==> config.mk <==
export PLATFORM = sky130hd
export DESIGN_NAME = trap_ctrl_unit
export DESIGN_NICKNAME = d
export VERILOG_FILES = /design/src/rtl/trap_ctrl_unit.sv
export SDC_FILE = /design/constraint.sdc
export NUM_CORES = 1
export LEC_CHECK = 0
export CAP_MARGIN = 20
export CORE_ASPECT_RATIO = 0.6
export CORE_MARGIN = 3
export CORE_UTILIZATION = 55
export DETAILED_ROUTE_END_ITERATION = 8
export PLACE_DENSITY = 0.94
export SYNTH_ARGS = -nofsm -noshare
export SYNTH_HDL_FRONTEND = slang
export SYNTH_SLANG_ARGS = --single-unit
==> constraint.sdc <==
create_clock -name clk -period 13.12 [get_ports clk]
set_clock_uncertainty 0.15 [all_clocks]
set_input_delay 2.624 -clock clk [delete_from_list [all_inputs] [get_ports clk]]
set_output_delay 2.624 -clock clk [all_outputs]
set_load 0.05 [all_outputs]
==> src/rtl/trap_ctrl_unit.sv <==
// trap_ctrl_unit: machine-mode trap controller beside the MEM stage.
// Owns mstatus/mie/mip/mtvec/mepc/mcause/mtval, synchronises and
// priority-encodes NUM_IRQ interrupt lines, arbitrates them against
// synchronous exceptions and sequences trap entry / mret.
// Optional feature macro: TRAP_VECTORED_EN (vectored interrupt mode).
// Ports:
//   clk, rst                  clock, async active-high reset
//   csr_*                     CSR access from the MEM instruction
//   csr_r_data_out            combinational CSR read (old value)
//   irq_in                    async level interrupt requests
//   illegal_inst, ecall_m,
//   l_access_fault,
//   s_access_fault, mret      events of the MEM instruction
//   fault_addr, epc_cur,
//   epc_next                  trap value / return PC sources
//   PC_redirect, redirect_mux redirect target and select
//   reg_*_flush               pipeline register flushes
//   RegWrite_cancel           kill writeback of trapping instruction
//   trap_busy                 FSM not idle
module trap_ctrl_unit #(
  parameter int XLEN            = 32,
  parameter int NUM_IRQ         = 8,
  parameter int IRQ_SYNC_STAGES = 2
) (
  input  logic               clk,
  input  logic               rst,
  input  logic               csr_rw_in,
  input  logic [1:0]         csr_wsc_mode_in,
  input  logic               csr_w_imm_mux,
  input  logic [11:0]        csr_rw_addr_in,
  input  logic [XLEN-1:0]    csr_w_data_reg,
  input  logic [4:0]         csr_w_data_imm,
  output logic [XLEN-1:0]    csr_r_data_out,
  input  logic [NUM_IRQ-1:0] irq_in,
  input  logic               illegal_inst,
  input  logic               ecall_m,
  input  logic               l_access_fault,
  input  logic               s_access_fault,
  input  logic               mret,
  input  logic [XLEN-1:0]    fault_addr,
  input  logic [XLEN-1:0]    epc_cur,
  input  logic [XLEN-1:0]    epc_next,
  output logic [XLEN-1:0]    PC_redirect,
  output logic               redirect_mux,
  output logic               reg_FD_flush,
  output logic               reg_DE_flush,
  output logic               reg_EM_flush,
  output logic               reg_MW_flush,
  output logic               RegWrite_cancel,
  output logic               trap_busy
);

  localparam logic [11:0] A_MSTATUS = 12'h300;
  localparam logic [11:0] A_MIE     = 12'h304;
  localparam logic [11:0] A_MTVEC   = 12'h305;
  localparam logic [11:0] A_MEPC    = 12'h341;
  localparam logic [11:0] A_MCAUSE  = 12'h342;
  localparam logic [11:0] A_MTVAL   = 12'h343;
  localparam logic [11:0] A_MIP     = 12'h344;

  typedef enum logic [1:0] {
    S_IDLE,
    S_TRAP,
    S_RET
  } state_t;

  state_t state_q, state_d;

  logic               mstat_mie_q;
  logic               mstat_mpie_q;
  logic [NUM_IRQ-1:0] mie_q;
  logic [XLEN-3:0]    mtvec_base_q;
  logic [XLEN-1:0]    mepc_q;
  logic [XLEN-1:0]    mcause_q;
  logic [XLEN-1:0]    mtval_q;
`ifdef TRAP_VECTORED_EN
  logic               mtvec_mode_q;
`endif

  logic [NUM_IRQ-1:0] sync_q [IRQ_SYNC_STAGES];
  logic [NUM_IRQ-1:0] irq_s;
  logic [NUM_IRQ-1:0] irq_p;
  logic [3:0]         irq_idx;
  logic [4:0]         irq_code;
  logic               irq_take;

  logic               exc_any;
  logic [4:0]         exc_code;
  logic [XLEN-1:0]    exc_tval;

  logic               is_idle;
  logic               trap_take;
  logic               ret_take;

  logic [XLEN-1:0]    rdata;
  logic [XLEN-1:0]    wdata;
  logic [XLEN-1:0]    new_val;
  logic               csr_we;
  logic [1:0]         mtvec_mode;
  logic [XLEN-1:0]    vec_base;
  logic [XLEN-1:0]    trap_vec;

  // irq synchroniser chain
  always_ff @(posedge clk or posedge rst) begin
    if (rst) begin
      for (int s = 0; s < IRQ_SYNC_STAGES; s++)
        sync_q[s] <= '0;
    end else begin
      sync_q[0] <= irq_in;
      for (int s = 1; s < IRQ_SYNC_STAGES; s++)
        sync_q[s] <= sync_q[s-1];
    end
  end

  assign irq_s = sync_q[IRQ_SYNC_STAGES-1];
  assign irq_p = irq_s & mie_q;

  // lowest pending index wins: scan downward so the last hit is lowest
  always_comb begin
    irq_idx = '0;
    for (int i = NUM_IRQ - 1; i >= 0; i--)
      if (irq_p[i]) irq_idx = 4'(i);
  end

  assign irq_code = 5'd16 + {1'b0, irq_idx};
  assign irq_take = mstat_mie_q & (|irq_p);

  always_comb begin
    exc_code = '0;
    exc_tval = '0;
    priority case (1'b1)
      illegal_inst: begin
        exc_code = 5'd2;
        exc_tval = epc_cur;
      end
      ecall_m: begin
        exc_code = 5'd11;
      end
      l_access_fault: begin
        exc_code = 5'd5;
        exc_tval = fault_addr;
      end
      s_access_fault: begin
        exc_code = 5'd7;
        exc_tval = fault_addr;
      end
      default: ;
    endcase
  end

  assign exc_any = illegal_inst | ecall_m |
                   l_access_fault | s_access_fault;

  assign is_idle   = (state_q == S_IDLE);
  assign trap_take = is_idle & (exc_any | irq_take);
  assign ret_take  = is_idle & mret & ~exc_any & ~irq_take;

`ifdef TRAP_VECTORED_EN
  assign mtvec_mode = {1'b0, mtvec_mode_q};
`else
  assign mtvec_mode = 2'b00;
`endif

  // CSR read mux
  always_comb begin
    rdata = '0;
    unique case (csr_rw_addr_in)
      A_MSTATUS: begin
        rdata[3] = mstat_mie_q;
        rdata[7] = mstat_mpie_q;
      end
      A_MIE:    rdata[16+NUM_IRQ-1:16] = mie_q;
      A_MTVEC:  rdata = {mtvec_base_q, mtvec_mode};
      A_MEPC:   rdata = mepc_q;
      A_MCAUSE: rdata = mcause_q;
      A_MTVAL:  rdata = mtval_q;
      A_MIP:    rdata[16+NUM_IRQ-1:16] = irq_s;
      default:  rdata = '0;
    endcase
  end

  assign csr_r_data_out = rdata;

  assign wdata = csr_w_imm_mux ?
                 {{(XLEN-5){1'b0}}, csr_w_data_imm} :
                 csr_w_data_reg;

  always_comb begin
    new_val = rdata;
    unique case (csr_wsc_mode_in)
      2'b01:   new_val = wdata;
      2'b10:   new_val = rdata | wdata;
      2'b11:   new_val = rdata & ~wdata;
      default: new_val = rdata;
    endcase
  end

  // trap/mret acceptance takes precedence over a CSR write
  assign csr_we = csr_rw_in & (|csr_wsc_mode_in) & is_idle &
                  ~trap_take & ~ret_take;

  always_ff @(posedge clk or posedge rst) begin
    if (rst) begin
      mstat_mie_q  <= 1'b0;
      mstat_mpie_q <= 1'b0;
      mie_q        <= '0;
      mtvec_base_q <= '0;
      mepc_q       <= '0;
      mcause_q     <= '0;
      mtval_q      <= '0;
`ifdef TRAP_VECTORED_EN
      mtvec_mode_q <= 1'b0;
`endif
    end else if (trap_take) begin
      mstat_mpie_q <= mstat_mie_q;
      mstat_mie_q  <= 1'b0;
      if (exc_any) begin
        mepc_q   <= epc_cur;
        mcause_q <= {{(XLEN-5){1'b0}}, exc_code};
        mtval_q  <= exc_tval;
      end else begin
        mepc_q   <= epc_next;
        mcause_q <= {1'b1, {(XLEN-6){1'b0}}, irq_code};
        mtval_q  <= '0;
      end
    end else if (ret_take) begin
      mstat_mie_q  <= mstat_mpie_q;
      mstat_mpie_q <= 1'b1;
    end else if (csr_we) begin
      unique case (csr_rw_addr_in)
        A_MSTATUS: begin
          mstat_mie_q  <= new_val[3];
          mstat_mpie_q <= new_val[7];
        end
        A_MIE:    mie_q <= new_val[16+NUM_IRQ-1:16];
        A_MTVEC: begin
          mtvec_base_q <= new_val[XLEN-1:2];
`ifdef TRAP_VECTORED_EN
          // reserved modes 2/3 collapse to direct
          mtvec_mode_q <= (new_val[1:0] == 2'b01);
`endif
        end
        A_MEPC:   mepc_q   <= {new_val[XLEN-1:2], 2'b00};
        A_MCAUSE: mcause_q <= new_val;
        A_MTVAL:  mtval_q  <= new_val;
        default: ;
      endcase
    end
  end

  // FSM
  always_ff @(posedge clk or posedge rst) begin
    if (rst) state_q <= S_IDLE;
    else     state_q <= state_d;
  end

  always_comb begin
    state_d = state_q;
    unique case (state_q)
      S_IDLE: begin
        if (trap_take)     state_d = S_TRAP;
        else if (ret_take) state_d = S_RET;
      end
      S_TRAP:  state_d = S_IDLE;
      S_RET:   state_d = S_IDLE;
      default: state_d = S_IDLE;
    endcase
  end

  assign vec_base = {mtvec_base_q, 2'b00};

`ifdef TRAP_VECTORED_EN
  // mcause is already latched during TRAP, so it selects the slot
  assign trap_vec = (mtvec_mode_q && mcause_q[XLEN-1]) ?
                    vec_base +
                    {{(XLEN-7){1'b0}}, mcause_q[4:0], 2'b00} :
                    vec_base;
`else
  assign trap_vec = vec_base;
`endif

  always_comb begin
    PC_redirect = '0;
    unique case (state_q)
      S_TRAP:  PC_redirect = trap_vec;
      S_RET:   PC_redirect = mepc_q;
      default: PC_redirect = '0;
    endcase
  end

  assign trap_busy       = ~is_idle;
  assign redirect_mux    = ~is_idle;
  assign reg_FD_flush    = ~is_idle;
  assign reg_DE_flush    = ~is_idle;
  assign reg_EM_flush    = ~is_idle;
  assign reg_MW_flush    = ~is_idle;
  assign RegWrite_cancel = (state_q == S_TRAP);

endmodule

=== Yosys cells after proc, flatten, opt, wreduce, memory -nomap -nowiden ===
Index checks and enable logic that the tools add are counted.
W data, S select, Z words.

* Add/subtract/negate cells: 1
* $mul: 0
* Divide/modulo/power cells: 0
* Magnitude comparators: 0
* Equality and inequality tests: 14
* Shift-type cells: 0
* Mux-type cells: 52
* Bitwise logic cells: 22
* Reductions and logical operators: 15

{| class="wikitable"
|+ Operators with widths
! cell !! number
|-
| $mux W32 || 20
|-
| $pmux W32 S3 || 1
|-
| $eq A12 B10 Y1 const B || 7
|-
| $pmux W32 S2 || 1
|-
| $pmux W8 S4 || 2
|-
| $pmux W8 S6 || 1
|-
| $mux W4 || 9
|-
| $and A32 B32 Y32 || 1
|-
| $not A32 Y32 || 1
|-
| $or A32 B32 Y32 || 1
|-
| $pmux W3 S4 || 2
|-
| $pmux W1 S5 || 2
|-
| $and A1 B1 Y1 || 9
|-
| $mux W3 || 3
|-
| $reduce_and A3 Y1 || 3
|-
| $and A8 B8 Y8 || 1
|-
| $mux W1 || 8
|-
| $reduce_and A4 Y1 || 2
|-
| $reduce_bool A2 Y1 || 4
|-
| $reduce_or A8 Y1 || 1
|-
| $eq A2 B2 Y1 const B || 3
|-
| $mux W2 || 3
|-
| $reduce_bool A3 Y1 || 2
|-
| $add A5 B4 Y5 const A || 1
|-
| other kinds (8) || 16
|}

* Register bits: 154
* Bits in latches: 0
* Memory bits (writable): 0
* Bits in read-only memories: 0
* Input bits: 164
* Output and inout port bits: 71
* Word-level logic and storage cells: 114
* Memories kept: 0

=== Longest topological paths before layout ===
* Depth after elaboration: 12
* Mapped depth: 11
* Gate-level depth less buffers: 8

=== Least setup slack after synthesis ===
No wires, ideal clock.

* Kind: in2out
* Start point: input csr_rw_addr_in[11]
* End point: output csr_r_data_out[20]
* Arrival time: 5216 ps
* Path slack: 5130 ps
* Cell stages on the path: 4
* Buffers on the path: 1
* Cells stage by stage: nor4bb_1 -> clkbuf_1 -> nand3_1 -> o311ai_0

* Word-level cells in the longest chain between the ends: 2
* Elaborated cells between the ends (all ways): 7
* Classes of those cells: eq/ne: 6; mux: 1

{| class="wikitable"
|+ RTL lines
! element !! RTL line !! RTL
|-
| start, declared || 30 || <nowiki>input logic [11:0] csr_rw_addr_in,</nowiki>
|-
| $eq A12 B10 Y1 || 167 || <nowiki>unique case (csr_rw_addr_in)</nowiki>
|-
| $pmux W8 S6 * || 167 ||
|-
| end, declared || 33 || <nowiki>output logic [XLEN-1:0] csr_r_data_out,</nowiki>
|}

Mark *: on every way between the ends. The rest lies on a longest branch, timed or not.

=== Final worst setup path ===
* Start point: input csr_rw_addr_in[6]
* End point: output csr_r_data_out[18]

The elaborated chain is that of the path after synthesis.

==> impl_metrics.py <==
metrics = {
    "grt": {
        "grt_util_met1_pct": 54.9,
        "first_global_vias": 10800,
        "grt_first_pass_wirelength_mm": 61.7,
        "track_usage_pct": 39.3,
        "grt_max_degree": 103,
        "grt.met2_usage_pct": 55.0,
        "antenna_found_initial": 0,
        "top_usage_layer": "met2",
        "met3_usage_pct": 15.7,
        "overflow": 0,
    },
    "synth": {
        "synth_top_area_cell": "dfrtp_1",
        "yosysTopAreaCellShare_pct": 38.2,
        "synthFlopType": "dfrtp_1",
        "synth_most_common_cell": "nand2_1",
        "postSynthCellCount": 1170,
        "ys_types": 77,
        "synth_area_mm2": 0.0101,
        "syn_area_per_cell_um2": 8.62,
        "syn_nets": 1337,
        "synth.area.top_cells": "dfrtp_1, nand2_1, o21ai_0",
        "synth-edff-count": 0,
        "ys_seq_area_share_pct": 38.2,
        "ys_async_sr_fraction_pct": 100,
        "synth_warnings": 0,
        "synth-seq-cells": 154,
        "synthTopCellsByCount": "nand2_1, dfrtp_1, o21ai_0",
    },
    "clock_tree": {
        "cts_root_buffer": "clkbuf_16",
        "h-tree-depth": 4,
        "clk_pin_slew_ps": 60,
        "postCtsHoldBufs": 0,
        "cts_tree": "done",
        "clockBufferDepth": 2,
        "post_cts_buffers": 0,
        "cts_buffers": 17,
        "cts_resized": 0,
        "clkLatencyLatePin_ps": 430,
        "cts.sinks": 154,
    },
    "drt": {
        "routedWlPerCell_um": 25.4,
        "drt_first_pass_iters": 8,
        "routed_wl_mm": 40.4,
        "drc": 0,
        "drt-vias-per-instance": 6.87,
        "antenna_left": 0,
        "vias": 11000,
        "dr.first_iter.drc_count": 1935,
    },
    "setup_path": {
        "slowest_delay_ps": 800,
        "arrival_ps": 5710,
        "crit_path_start": "csr_rw_addr_in[6]",
        "r2r_slack_ps": 8870,
        "cp.depth": 6,
        "crit_buf_inv": 3,
        "crit_top_cell": "clkdlybuf4s50_1",
        "crit_end": "csr_r_data_out[18]",
        "crit_slowest_cell": "clkdlybuf4s50_1",
        "start_kind": "input port",
        "timing.rr.start": "state_q[0]",
        "path_delay_family": "buffers and inverters",
        "crit_chain": "clkdlybuf4s50_1 -> nor4b_4 -> nand2_1 -> o22a_1 -> inv_1 -> clkdlybuf4s50_1",
        "path_class": "input port to primary output",
        "end_kind": "primary output",
        "path_max_fanout": 13,
        "reg2reg_depth": 10,
        "cp.required_ps": 10350,
        "r2r-end": "mepc_q[20]",
    },
    "finish": {
        "final_nets": 1515,
        "final_cell_area_mm2": 0.0131,
        "multi_input_area_mm2": 0.00575,
        "fillers": 1202,
        "n_antenna_cell": 0,
        "seqCellArea_mm2": 0.00385,
        "drive_above_1_share_pct": 10.3,
        "syn_to_final_growth_pct": 30.2,
        "final_core_util_pct": 74.9,
    },
    "status": {
        "status": "completed",
    },
    "sta": {
        "drv_slew": 0,
        "worstMarginPinSlew_ps": 1160,
        "min_period_over_period_pct": 64.7,
        "fmax_mhz": 118,
        "tns_ps": 0,
        "rsz0062_at_grt": "no",
        "relSlewSlack_pct": 22.7,
        "setup_viol": 0,
        "hold_violations": 0,
        "finalCriticalPeriod_ps": 8480,
        "fin_ws_ps": 4640,
    },
    "power_and_ir_drop": {
        "cellPowerDensity_mw_per_mm2": 143,
        "ir_worst_vdd_mv": 0.111,
        "p_total_mw": 1.88,
        "power_leakage_nw": 5.32,
    },
    "floorplanning": {
        "fp.dieArea_mm2": 0.0201,
        "fp.dieH_um": 111,
        "initial_core_util_pct": 57.5,
        "num_rows": 37,
        "ios": 235,
        "die-width_um": 181,
        "core_area_mm2": 0.0175,
    },
    "run": {
        "cap_viol_max_count": 0,
    },
    "min_path": {
        "holdCritPathClass": "flip-flop to flip-flop",
    },
    "place": {
        "dp_hpwl_mm": 28.0,
        "placed_cell_area_mm2": 0.0125,
        "io_buffers": 234,
        "place_congestion": 1.05,
        "pre_cts_slack_ps": 4630,
    },
}
## final cells by class
type / instances / share of cell area (%)
timing repair buffer: 259 / 19.3
clock buffer: 19 / 3.37
sequential: 154 / 29.3
tap: 234 / 2.23
multi-input combinational: 900 / 43.8
clock inverter: 12 / 1.50
inverter: 16 / 0.495
## registers in the layout (all words and copies together) (netlist names)
signal and count:
irq_s 8, mcause_q 32, mepc_q 32, mie_q 8, mstat_mie_q 1, mstat_mpie_q 1
mtval_q 32, mtvec_base_q 30, state_q 2, sync_q 8
## how the worst min path moves through the flow
stage                from        to  slack [ps]  cells past startpoint
6_report       sync_q[14]  irq_s[6]         200                      0
5_1_grt        sync_q[14]  irq_s[6]         200                      0
4_1_cts        sync_q[14]  irq_s[6]         200                      0
3_5_place_dp   sync_q[14]  irq_s[6]         190                      0
3_3_place_gp    sync_q[9]  irq_s[1]         180                      0
2_1_floorplan   sync_q[8]  irq_s[0]         180                      0
## worst register-to-register path, delay by kind of cell (launching register included)
family                     cells  cell delay (ps)
AOI/OAI and AO/OA              3             1570
buffers and inverters          4             1510
DFF                            1              400
adders and majority gates      1              330
and+or+nand+nor                2              220
## cells by family after synthesis
family | count (synthesis) | share of synthesized area (%)
DFF | 154 | 38.2
buffers and inverters | 116 | 5.22
AOI/OAI and AO/OA | 433 | 29.5
xor gates and xnor gates | 16 | 1.39
adders and majority gates | 3 | 0.372
muxes | 53 | 5.81
and+or+nand+nor | 395 | 19.5
## power by group
part,internal [mW],leakage [nW],switching (mW)
registers,0.597,1.97,0.111
clock network,0.341,0.309,0.203
logic,0.244,3.04,0.386
## metrics by stage
stage,std cells,hold slack (ps)
floorplan,1170,181
global placement,1561,184
detailed placement,1562,186
CTS,1593,199
global route,1594,201
finish,1594,196
## layout by cell type (no fill, tap or decap), types with 15 or more instances in the layout
cell type        netlist  layout
dfrtp_1              154     154
nand2_1              163     163
mux2_2                44      44
buf_4                  8      24
nor2b_1               45      45
a31oi_1               24      23
clkdlybuf4s50_1        0     233
nor2_1                76      75
clkbuf_16              0      17
a21o_1                15      15
a22oi_1               70      70
nand2b_1              19      19
nand3b_1              18      18
xnor2_1               16      16
a22o_1                43      43
o21ai_0              108     108
a21oi_1               71      71
## metal layers
layer  up-vias  part of all wire (%)
li1       4610                     -
met1      5176                    39
met2      1001                    40
met3       164                    17
met4         0                   3.7
met5         -                     0
No activity file was read; power rests on OpenSTA's default activity.
